--- src/rtl/pc_fetch_unit.sv ---
// IF-stage program counter and instruction-fetch controller.
// Runs a single-outstanding req/ack fetch, parks an acked word in a skid register during stalls,
// and drains a stale request after a redirect.
module pc_fetch_unit #(
  parameter logic [31:0] RESET_PC = 32'h0000_0000
) (
  input  logic        Clk,
  input  logic        Reset,
  input  logic [31:0] PCAddResult,
  input  logic        BranchTaken,
  input  logic [31:0] BranchTarget,
  input  logic        Stall,
  input  logic        IMemAck,
  input  logic [31:0] IMemData,
  output logic [31:0] PCResult,
  output logic        IMemReq,
  output logic [31:0] IMemAddr,
  output logic [31:0] InstrOut,
  output logic [31:0] InstrPC,
  output logic        InstrValid
);

  typedef enum logic [1:0] {
    REQ   = 2'd0,
    HOLD  = 2'd1,
    DRAIN = 2'd2
  } state_t;

  state_t      state;
  state_t      state_next;

  logic [31:0] drain_addr;
  logic [31:0] skid_instr;
  logic [31:0] skid_pc;
  logic [31:0] redirect_pc;
  logic        target_lsbs_unused;

  logic        fetch_done;
  logic        deliver_now;
  logic        park;
  logic        release_skid;
  logic        start_drain;

  // Targets are always word aligned; the low target bits are deliberately dropped.
  assign redirect_pc        = {BranchTarget[31:2], 2'b00};
  assign target_lsbs_unused = ^BranchTarget[1:0];

  always_comb begin
    fetch_done   = (state == REQ) && IMemAck && !BranchTaken;
    deliver_now  = fetch_done && !Stall;
    park         = fetch_done && Stall;
    release_skid = (state == HOLD) && !BranchTaken && !Stall;
    start_drain  = (state == REQ) && BranchTaken && !IMemAck;
  end

  always_ff @(posedge Clk) begin
    if (Reset) begin
      state <= REQ;
    end else begin
      state <= state_next;
    end
  end

  always_comb begin
    state_next = state;
    unique case (state)
      REQ: begin
        if (BranchTaken) begin
          state_next = IMemAck ? REQ : DRAIN;
        end else if (IMemAck && Stall) begin
          state_next = HOLD;
        end
      end
      HOLD: begin
        if (BranchTaken || !Stall) begin
          state_next = REQ;
        end
      end
      DRAIN: begin
        if (IMemAck) begin
          state_next = REQ;
        end
      end
      default: state_next = REQ;
    endcase
  end

  // The request line is masked by Reset so memory sees nothing while the unit is held in reset.
  always_comb begin
    IMemReq  = 1'b0;
    IMemAddr = PCResult;
    unique case (state)
      REQ: begin
        IMemReq  = !Reset;
        IMemAddr = PCResult;
      end
      HOLD: begin
        IMemReq  = 1'b0;
        IMemAddr = PCResult;
      end
      DRAIN: begin
        IMemReq  = !Reset;
        IMemAddr = drain_addr;
      end
      default: begin
        IMemReq  = 1'b0;
        IMemAddr = PCResult;
      end
    endcase
  end

  always_ff @(posedge Clk) begin
    if (Reset) begin
      PCResult <= RESET_PC;
    end else if (BranchTaken) begin
      PCResult <= redirect_pc;
    end else if (fetch_done) begin
      PCResult <= PCAddResult;
    end
  end

  always_ff @(posedge Clk) begin
    if (Reset) begin
      drain_addr <= 32'h0;
    end else if (start_drain) begin
      drain_addr <= PCResult;
    end
  end

  always_ff @(posedge Clk) begin
    if (Reset) begin
      skid_instr <= 32'h0;
      skid_pc    <= 32'h0;
    end else if (park) begin
      skid_instr <= IMemData;
      skid_pc    <= PCResult;
    end
  end

  // A redirect flushes the IF/ID outputs even when the hazard unit is stalling.
  always_ff @(posedge Clk) begin
    if (Reset) begin
      InstrOut   <= 32'h0;
      InstrPC    <= 32'h0;
      InstrValid <= 1'b0;
    end else if (BranchTaken) begin
      InstrValid <= 1'b0;
    end else if (deliver_now) begin
      InstrOut   <= IMemData;
      InstrPC    <= PCResult;
      InstrValid <= 1'b1;
    end else if (release_skid) begin
      InstrOut   <= skid_instr;
      InstrPC    <= skid_pc;
      InstrValid <= 1'b1;
    end else if (state == DRAIN) begin
      InstrValid <= 1'b0;
    end else if ((state == REQ) && !IMemAck && !Stall) begin
      InstrValid <= 1'b0;
    end
  end

endmodule

--- config.mk ---
export PLATFORM = sky130hd
export DESIGN_NAME = pc_fetch_unit
export DESIGN_NICKNAME = d
export VERILOG_FILES = /design/src/rtl/pc_fetch_unit.sv
export SDC_FILE = /design/constraint.sdc
export NUM_CORES = 1
export LEC_CHECK = 0
export ABC_AREA = 1
export BUFFER_PORTS_ARGS = -buffer_cell sky130_fd_sc_hd__buf_2
export CORE_MARGIN = 2
export CORE_UTILIZATION = 40
export DETAILED_ROUTE_END_ITERATION = 6
export PLACE_DENSITY = 0.65
export SYNTH_ARGS = -nofsm -noshare
export SYNTH_HDL_FRONTEND = slang
export SYNTH_SLANG_ARGS = --single-unit
--- constraint.sdc ---
create_clock -name Clk -period 1.37 [get_ports Clk]
set_input_delay 0.0685 -clock Clk [delete_from_list [all_inputs] [get_ports Clk]]
set_output_delay 0.0685 -clock Clk [all_outputs]
set_load 0.05 [all_outputs]
After elaboration in Yosys (flattened, before gate mapping). Index checks and enable logic that the tools add are counted.

Bits in registers: 195. Latch bits: 0. Memory bits (writable): 0. ROM bits: 0. Output and inout bits: 130. Memories kept: 0.

Add/subtract/negate cells: 0. Multipliers: 0. Div/mod/pow operators: 0. $lt $le $gt $ge: 0. Eq/ne operators: 5. Shift operators: 0. Muxes and demuxes: 18. Bitwise logic cells: 1. Reductions and logical operators: 24.

Operator list (number): 32-bit two-way mux (7); 1-bit logical AND (11); 2-bit two-way mux (5); 2-bit case mux with 3 select lines (1); 1-bit two-way mux (5); 1-bit logical NOT (4); 2-bit nonzero test (2); 4-bit nonzero test (1); 2-bit OR reduction (2); 3-bit by 2-bit inequality test with 1-bit output, second input constant (1); 3-bit AND reduction (1); 2-bit by 1-bit == test with 1-bit output, second input constant (1); 2-bit == test, second input constant (1); 2-bit logical NOT (1); 2-bit by 1-bit inequality test with 1-bit output, second input constant (1); 2-bit inequality test, second input constant (1); 2-bit AND reduction (1); 1-bit logical OR (1); 1-bit inverter (1).

Logic depth before layout (Yosys ltp). Gate-level depths: netlist of run 1.

Word-level depth: 7. Depth in mapped cells: 10. Mapped depth without buffers: 8.

Worst setup path before layout of run 1. No wires, ideal clock.

Kind: flip-flop to output port. From: reg PCResult[0]. To: out IMemAddr[0]. Data arrival time: 1902 ps. Path slack: -601 ps. Stages on the path, launching flop included: 3. Buffers on the path: 0. Cell sequence: dfxtp_1 -> inv_1 -> o21ai_0.

Longest elaborated chain between the ends: 1.

RTL lines: from (decl) (line 15) `output logic [31:0] PCResult,`; from (signal assigned) (line 116) `PCResult <= redirect_pc;`; from (signal assigned) (line 118) `PCResult <= PCAddResult;`; 32-bit two-way mux (line 92) `unique case (state)`; to (decl) (line 17) `output logic [31:0] IMemAddr,`.

No other way between the ends.

Worst setup path after layout of run 1.
From: reg state[0]. To: out IMemAddr[22].

Longest elaborated chain between the ends: 2.

RTL lines: from (decl) (line 29) `state_t state;`; from (signal assigned) (line 60) `state <= state_next;`; 2-bit == test (line 92); 32-bit two-way mux (line 92).

No other way between the ends.

==> results of run 1 <==
## how the worst min path moves through the flow
stage                   startpoint             end  slack, ps
finish                 BranchTaken        state[0]        110
global route           BranchTaken        state[0]        110
CTS                    BranchTaken        state[0]         70
detailed placement  PCAddResult[1]     PCResult[1]        350
global placement      IMemData[30]  skid_instr[30]        360
floorplan              IMemData[0]   skid_instr[0]        230
## per-stage QoR
stage | setup TNS [ps] | hold slack, ps | std cells | instance area, µm² | utilization (%)
after CTS | -46130 | 71.3 | 2113 | 14400 | 63.5
after global routing | -62670 | 110 | 2117 | 14900 | 66.0
after global placement | -13870 | 355 | 1929 | 10900 | 48.2
after floorplan | -624 | 233 | 1465 | 9230 | -
final | -48720 | 107 | 2117 | 14900 | 66.0
after detailed placement | -21630 | 355 | 1929 | 10900 | 48.2
## routing by layer
metal  vias up  share of wire, %
met1      4998                42
met5         -             0.037
met4         2               2.0
li1       5183                 -
met2       426                50
met3        63               6.0
## cells by family (layout without fill, tap and decap cells)
kind of cell | after synthesis | in the layout
AOI/OAI and AO/OA | 107 | 107
buffers and inverters | 330 | 696
DFF | 195 | 195
and+or+nand+nor | 833 | 834
## Yosys cell counts, drive strengths merged
library cell / n / area share [%]
o21ai: 36 / 2.0
inv: 231 / 9.4
nand2: 538 / 22
clkinv: 2 / 0.081
nor2: 65 / 2.8
clkbuf: 31 / 1.3
buf: 66 / 3.8
nand4: 1 / 0.14
nand3: 229 / 12
dfxtp: 195 / 42
a21oi: 71 / 3.9
## final cells by class
type                    instances  area, µm²
fillers                      1847       7700
multi-input cells             941       4790
repair buffers                431       4370
flip-flops and latches        195       3910
inverters                     233        900
clock buffers                  17        425
well taps                     285        357
clock inverters                15        190
## worst reg2reg max path, cell delays in order, from the launching register on
cell,delay (ps)
dfxtp_4,360
buf_6,120
nor2_4,180
nand4_4,170
buf_12,190
nand2_8,140
buf_12,140
buf_16,130
nand3_1,70
nand2_1,60
inv_1,40
## report_power, final
| part | switching (mW) | leakage [nW] | internal, mW | total (mW) |
|---|---|---|---|---|
| clock network | 2.48 | 0.303 | 2.79 | 5.27 |
| registers | 0.256 | 1.59 | 5.95 | 6.21 |
| logic | 2.36 | 5.83 | 1.57 | 3.94 |
## flip-flops by register name (all words and copies together), names as in the netlist
signal and cells:
InstrValid 1, drain_addr 32, PCResult 32, InstrPC 32, skid_instr 32, InstrOut 32
state 2, skid_pc 32
## timing repair
item | CTS | global route
gates resized for setup | 228 | 151
buffers inserted | 30 | 6
hold buffers | 94 | 0
hold endpoints to repair | 96 | 0
pin swaps | 78 | 90
gates cloned | 29 | 10
endpoints found under the setup margin | 172 | 229
==> impl_metrics.env, run 1 <==
export IMPL_portBuffers=228
export IMPL_status="complete, but fails checks"
export IMPL_setup_slack_ps=-337
export IMPL_worst_slew_pin_slew_ps=445
export IMPL_startpoint="state[0]"
export IMPL_tritoncts="done"
export IMPL_synth_mux_area_share_pct=0
export IMPL_maxCapViolCount=0
export IMPL_synth_top_family_by_area="simple AND/OR/NAND/NOR gates"
export IMPL_crit_end="IMemAddr[22]"
export IMPL_endpoint_kind="output port"
export IMPL_rsz0062_at_grt="yes"
export IMPL_synthAdderAreaFrac_pct=0
export IMPL_drt_wl_total_um=35400
export IMPL_synth_nets=1566
export IMPL_clock_skew_ps=12.4
export IMPL_cts_buffer_depth=2
export IMPL_synth_seq_cells=195
export IMPL_finalCriticalPeriod_ps=1710
export IMPL_r2r_cells=10
export IMPL_cp_slowest_cell="dfxtp_4"
export IMPL_wire_per_inst_um=16.7
export IMPL_maxSlewHeadroom_pct=70.4
export IMPL_final_nets=1920
export IMPL_overflow=0
export IMPL_grt_antenna_before_repair=1
export IMPL_via_per_inst=5.04
export IMPL_syn2layout_area_growth_pct=62.0
export IMPL_syn_area_mm2=0.00922
export IMPL_cp_depth=8
export IMPL_die_w_um=156
export IMPL_synth_cells=1465
export IMPL_postRouteAntennaNets=0
export IMPL_fmax_mhz=586
export IMPL_dr_pass1_iters=7
export IMPL_setup_viol=229
export IMPL_critical_path_max_stage_delay_ps=370
export IMPL_io_pins=231
export IMPL_pre_cts_ws_ps=-215
export IMPL_r2r_end="InstrOut[1]"
export IMPL_dr_total_vias=10700
export IMPL_route_detailed_drc=1
export IMPL_use_met3_pct=5.08
export IMPL_cts_clk_slew_worst_paths_ps=80
export IMPL_syn_avg_cell_area_um2=6.29
export IMPL_p_leak_nw=7.73
export IMPL_final_cell_mix="nand2_1 (451), inv_1 (225), buf_2 (196), dfxtp_1 (193), nand3_1 (168)"
export IMPL_vdd_drop_max_mv=0.675
export IMPL_cts_made_buffers=17
export IMPL_synthSimpleGateAreaFrac_pct=37.4
export IMPL_synth_compound_area_share_pct=5.81
export IMPL_insertion_delay_ps=430
export IMPL_cts_root_buf="clkbuf_16"
export IMPL_hpwl_um=17400
export IMPL_drt_iter0_drc=627
export IMPL_cp_cell_sequence="inv_2 -> buf_6 -> nand2_8 -> buf_12 -> clkbuf_16 -> nand2_2 -> nand2_2 -> buf_6"
export IMPL_top_usage_layer="met2"
export IMPL_grt_max_degree=69
export IMPL_clock_sinks=195
export IMPL_cellPowerDensity_mw_per_mm2=1030
export IMPL_antenna_cells_inserted=0
export IMPL_core_mm2=0.0226
export IMPL_rrSetupSlack_ps=-340
export IMPL_yosysSeqAreaShare_pct=42.3
export IMPL_synthXorXnorAreaFrac_pct=0
export IMPL_power_mw=15.4
export IMPL_hold_class="in2reg"
export IMPL_violations="design-rule violations, negative setup slack"
export IMPL_hold_viol_final=0
export IMPL_use_met2_pct=47.9
export IMPL_r2r_start="state[0]"
export IMPL_place_congestion=0.789
export IMPL_crit_family="buffers and inverters"
export IMPL_start_kind="flop"
export IMPL_critPathBufInv=5
export IMPL_grt_pass1_wl_um=52300
export IMPL_layout_commonest_cell="nand2_1"
export IMPL_layout_drive_gt1_share_pct=29.3
export IMPL_die_h_um=156
export IMPL_grt_pass1_vias=9935
export IMPL_ys_types=17
export IMPL_cp_data_arrival_time_ps=1640
export IMPL_htreeDepth=4
export IMPL_crit_required_ps=1300
export IMPL_hold_depth=4
export IMPL_initial_utilization_pct=40.7
export IMPL_slew_violations=0
export IMPL_rows=55
export IMPL_yosys_warnings=0
export IMPL_critPathMaxFanout=5
export IMPL_die_area_mm2=0.0243
export IMPL_critical_path_class="reg2out"
export IMPL_grtUsageTotal_pct=27.4
export IMPL_fin_crit_sh_pct=125
export IMPL_grt_util_met1_pct=34.1
(Power assumes the default switching activity.)
==> inputs of run 2 (changes only) <==
--- a/config.mk
+++ b/config.mk
@@ -7,10 +7,10 @@
 export LEC_CHECK = 0
 export ABC_AREA = 1
 export BUFFER_PORTS_ARGS = -buffer_cell sky130_fd_sc_hd__buf_2
+export CORE_ASPECT_RATIO = 0.6
 export CORE_MARGIN = 2
-export CORE_UTILIZATION = 40
+export CORE_UTILIZATION = 30
 export DETAILED_ROUTE_END_ITERATION = 6
-export PLACE_DENSITY = 0.65
 export SYNTH_ARGS = -nofsm -noshare
 export SYNTH_HDL_FRONTEND = slang
 export SYNTH_SLANG_ARGS = --single-unit
==> run 2 against run 1 <==
Against the previous run: the run ends with negative setup slack left; critical path depth decreased by 1; fmax increased by 2.8%; sequential power about the same; die area increased by 33%; sequential cell count unchanged; sequential share of layout area decreased by 0.98 points; first-iteration DRC count increased by 32%; global-route usage decreased by 4.3 points; via count increased by 0.12%; clock power decreased by 0.9%; utilization decreased by 14 points; cell count increased by 6.5%.
==> impl_metrics.env, run 2 (synthesis results as in run 1) <==
export IMPL_dr_total_vias=10700
export IMPL_routed_wl_met3_um=2490
export IMPL_critical_path_class="reg2out"
export IMPL_core_mm2=0.0301
export IMPL_finalCriticalPeriod_ps=1660
export IMPL_initial_utilization_pct=30.6
export IMPL_die_area_mm2=0.0322
export IMPL_slew_violations=0
export IMPL_cts_clk_slew_worst_paths_ps=70
export IMPL_insertion_delay_ps=450
export IMPL_violations="negative setup slack"
export IMPL_worst_slew_pin_slew_ps=475
export IMPL_syn2layout_area_growth_pct=68.4
export IMPL_dpl_cell_area_mm2=0.0111
export IMPL_grt_pass1_vias=9965
export IMPL_fin_crit_sh_pct=121
export IMPL_grt_pass1_wl_um=56800
export IMPL_dpl_cell_count=2048
export IMPL_rows=49
export IMPL_endpoint_kind="output port"
export IMPL_maxSlewHeadroom_pct=68.3
export IMPL_postLayoutCellArea_mm2=0.0155
export IMPL_cellPowerDensity_mw_per_mm2=1010
export IMPL_drt_wl_total_um=39100
export IMPL_setup_slack_ps=-291
export IMPL_maxCapViolCount=0
export IMPL_io_pins=231
export IMPL_hold_class="in2reg"
export IMPL_wl_met2_um=17300
export IMPL_route_detailed_drc=0
export IMPL_clock_sinks=195
export IMPL_overflow=0
export IMPL_status="complete, but fails checks"
export IMPL_tritoncts="done"
export IMPL_htreeDepth=4
export IMPL_cts_root_buf="clkbuf_16"
export IMPL_routed_top_layer="met4"
export IMPL_p_leak_nw=7.95
export IMPL_start_kind="flop"
export IMPL_final_cells=2255
export IMPL_clock_skew_ps=9.14
export IMPL_final_cell_mix="nand2_1 (422), inv_1 (225), dfxtp_1 (193), buf_2 (192), nand3_1 (172)"
export IMPL_crit_required_ps=1300
export IMPL_portBuffers=228
export IMPL_place_congestion=0.812
export IMPL_final_nets=1934
export IMPL_postRouteAntennaNets=0
export IMPL_hpwl_um=20200
export IMPL_cts_made_buffers=17
export IMPL_die_h_um=140
export IMPL_drt_iter0_drc=826
export IMPL_layout_commonest_cell="nand2_1"
export IMPL_via_per_inst=4.74
export IMPL_wl_met1_um=18400
export IMPL_hold_viol_final=0
export IMPL_cts_buffer_depth=2
export IMPL_setup_viol=231
export IMPL_critPathMaxFanout=8
export IMPL_grtUsageTotal_pct=23.0
export IMPL_layout_drive_gt1_share_pct=32.8
export IMPL_grt_max_degree=57
export IMPL_die_w_um=230
export IMPL_fmax_mhz=602
export IMPL_vdd_drop_max_mv=0.833
export IMPL_rsz0062_at_grt="yes"
export IMPL_grt_antenna_before_repair=1
export IMPL_dr_pass1_iters=5
export IMPL_timing_hold_ws_ps=94.0
export IMPL_wire_per_inst_um=17.3
export IMPL_cp_data_arrival_time_ps=1590
==> run 2: cell types whose count changed in the layout (fill, tap and decap cells not counted), sizes merged <==
cell / before / now
diode: 0 / 1
clkbuf: 25 / 27
nand2: 539 / 538
clkinvlp: 0 / 1
inv: 239 / 236
clkinv: 7 / 8
bufbuf: 2 / 3
buf: 327 / 338
dlygate4sd3: 94 / 96
==> run 2: area by class of cell <==
| class | count | area, µm² |
|---|---|---|
| sequential | 195 | 3910 |
| timing repair buffer | 446 | 4720 |
| clock inverter | 14 | 149 |
| clock buffer | 18 | 439 |
| fill | 2837 | 14600 |
| tap | 408 | 510 |
| inverter | 233 | 896 |
| multi-input combinational | 940 | 4900 |
| antenna | 1 | 2.50 |
==> run 2: path summary, 6_finish.rpt <==
kind,from,end,slack [ps],cells past startpoint
worst max-delay path,state[0],IMemAddr[13],-290,7
worst min-delay path,Reset,skid_pc[18],90,3
worst max register to register,state[0],PCResult[24],-280,11
worst min register to register,skid_instr[18],skid_instr[18],460,2
==> run 2: critical path: stages (launching register included) <==
cell and delay [ps]:
dfxtp_2 360, inv_2 60, nand2_4 80, buf_12 150
clkbuf_16 190, nand2_2 70, nand2_2 90, buf_8 150
==> run 2: power breakdown <==
part / internal (mW) / switching [mW] / leakage (nW)
clock network: 2.77 / 2.46 / 0.292
logic: 1.71 / 2.46 / 6.07
registers: 5.95 / 0.273 / 1.59
==> run 2: timing repair <==
action	CTS	global route
hold buffers	96	0
buffers inserted	45	2
pin swaps	50	64
gates resized for setup	220	217
gates cloned	34	10
endpoints found under the setup margin	201	235
hold endpoints to repair	99	0
==> run 2: metal layers <==
layer	GRT usage, %	vias up
met5	0	-
met4	7.03	0
met3	4.90	56
met2	35.9	388
met1	31.9	5024
li1	-	5217
==> run 2: through the flow <==
step | total power, mW | setup TNS [ps] | setup slack, ps | util [%]
after floorplan | 8.19 | -624 | -20.8 | -
after global placement | 9.09 | -13120 | -136 | 36.8
after detailed placement | 9.12 | -18420 | -181 | 36.8
after CTS | 15.4 | -45370 | -272 | 49.0
after global routing | 16.3 | -62630 | -364 | 51.6
final | 15.6 | -47450 | -291 | 51.6
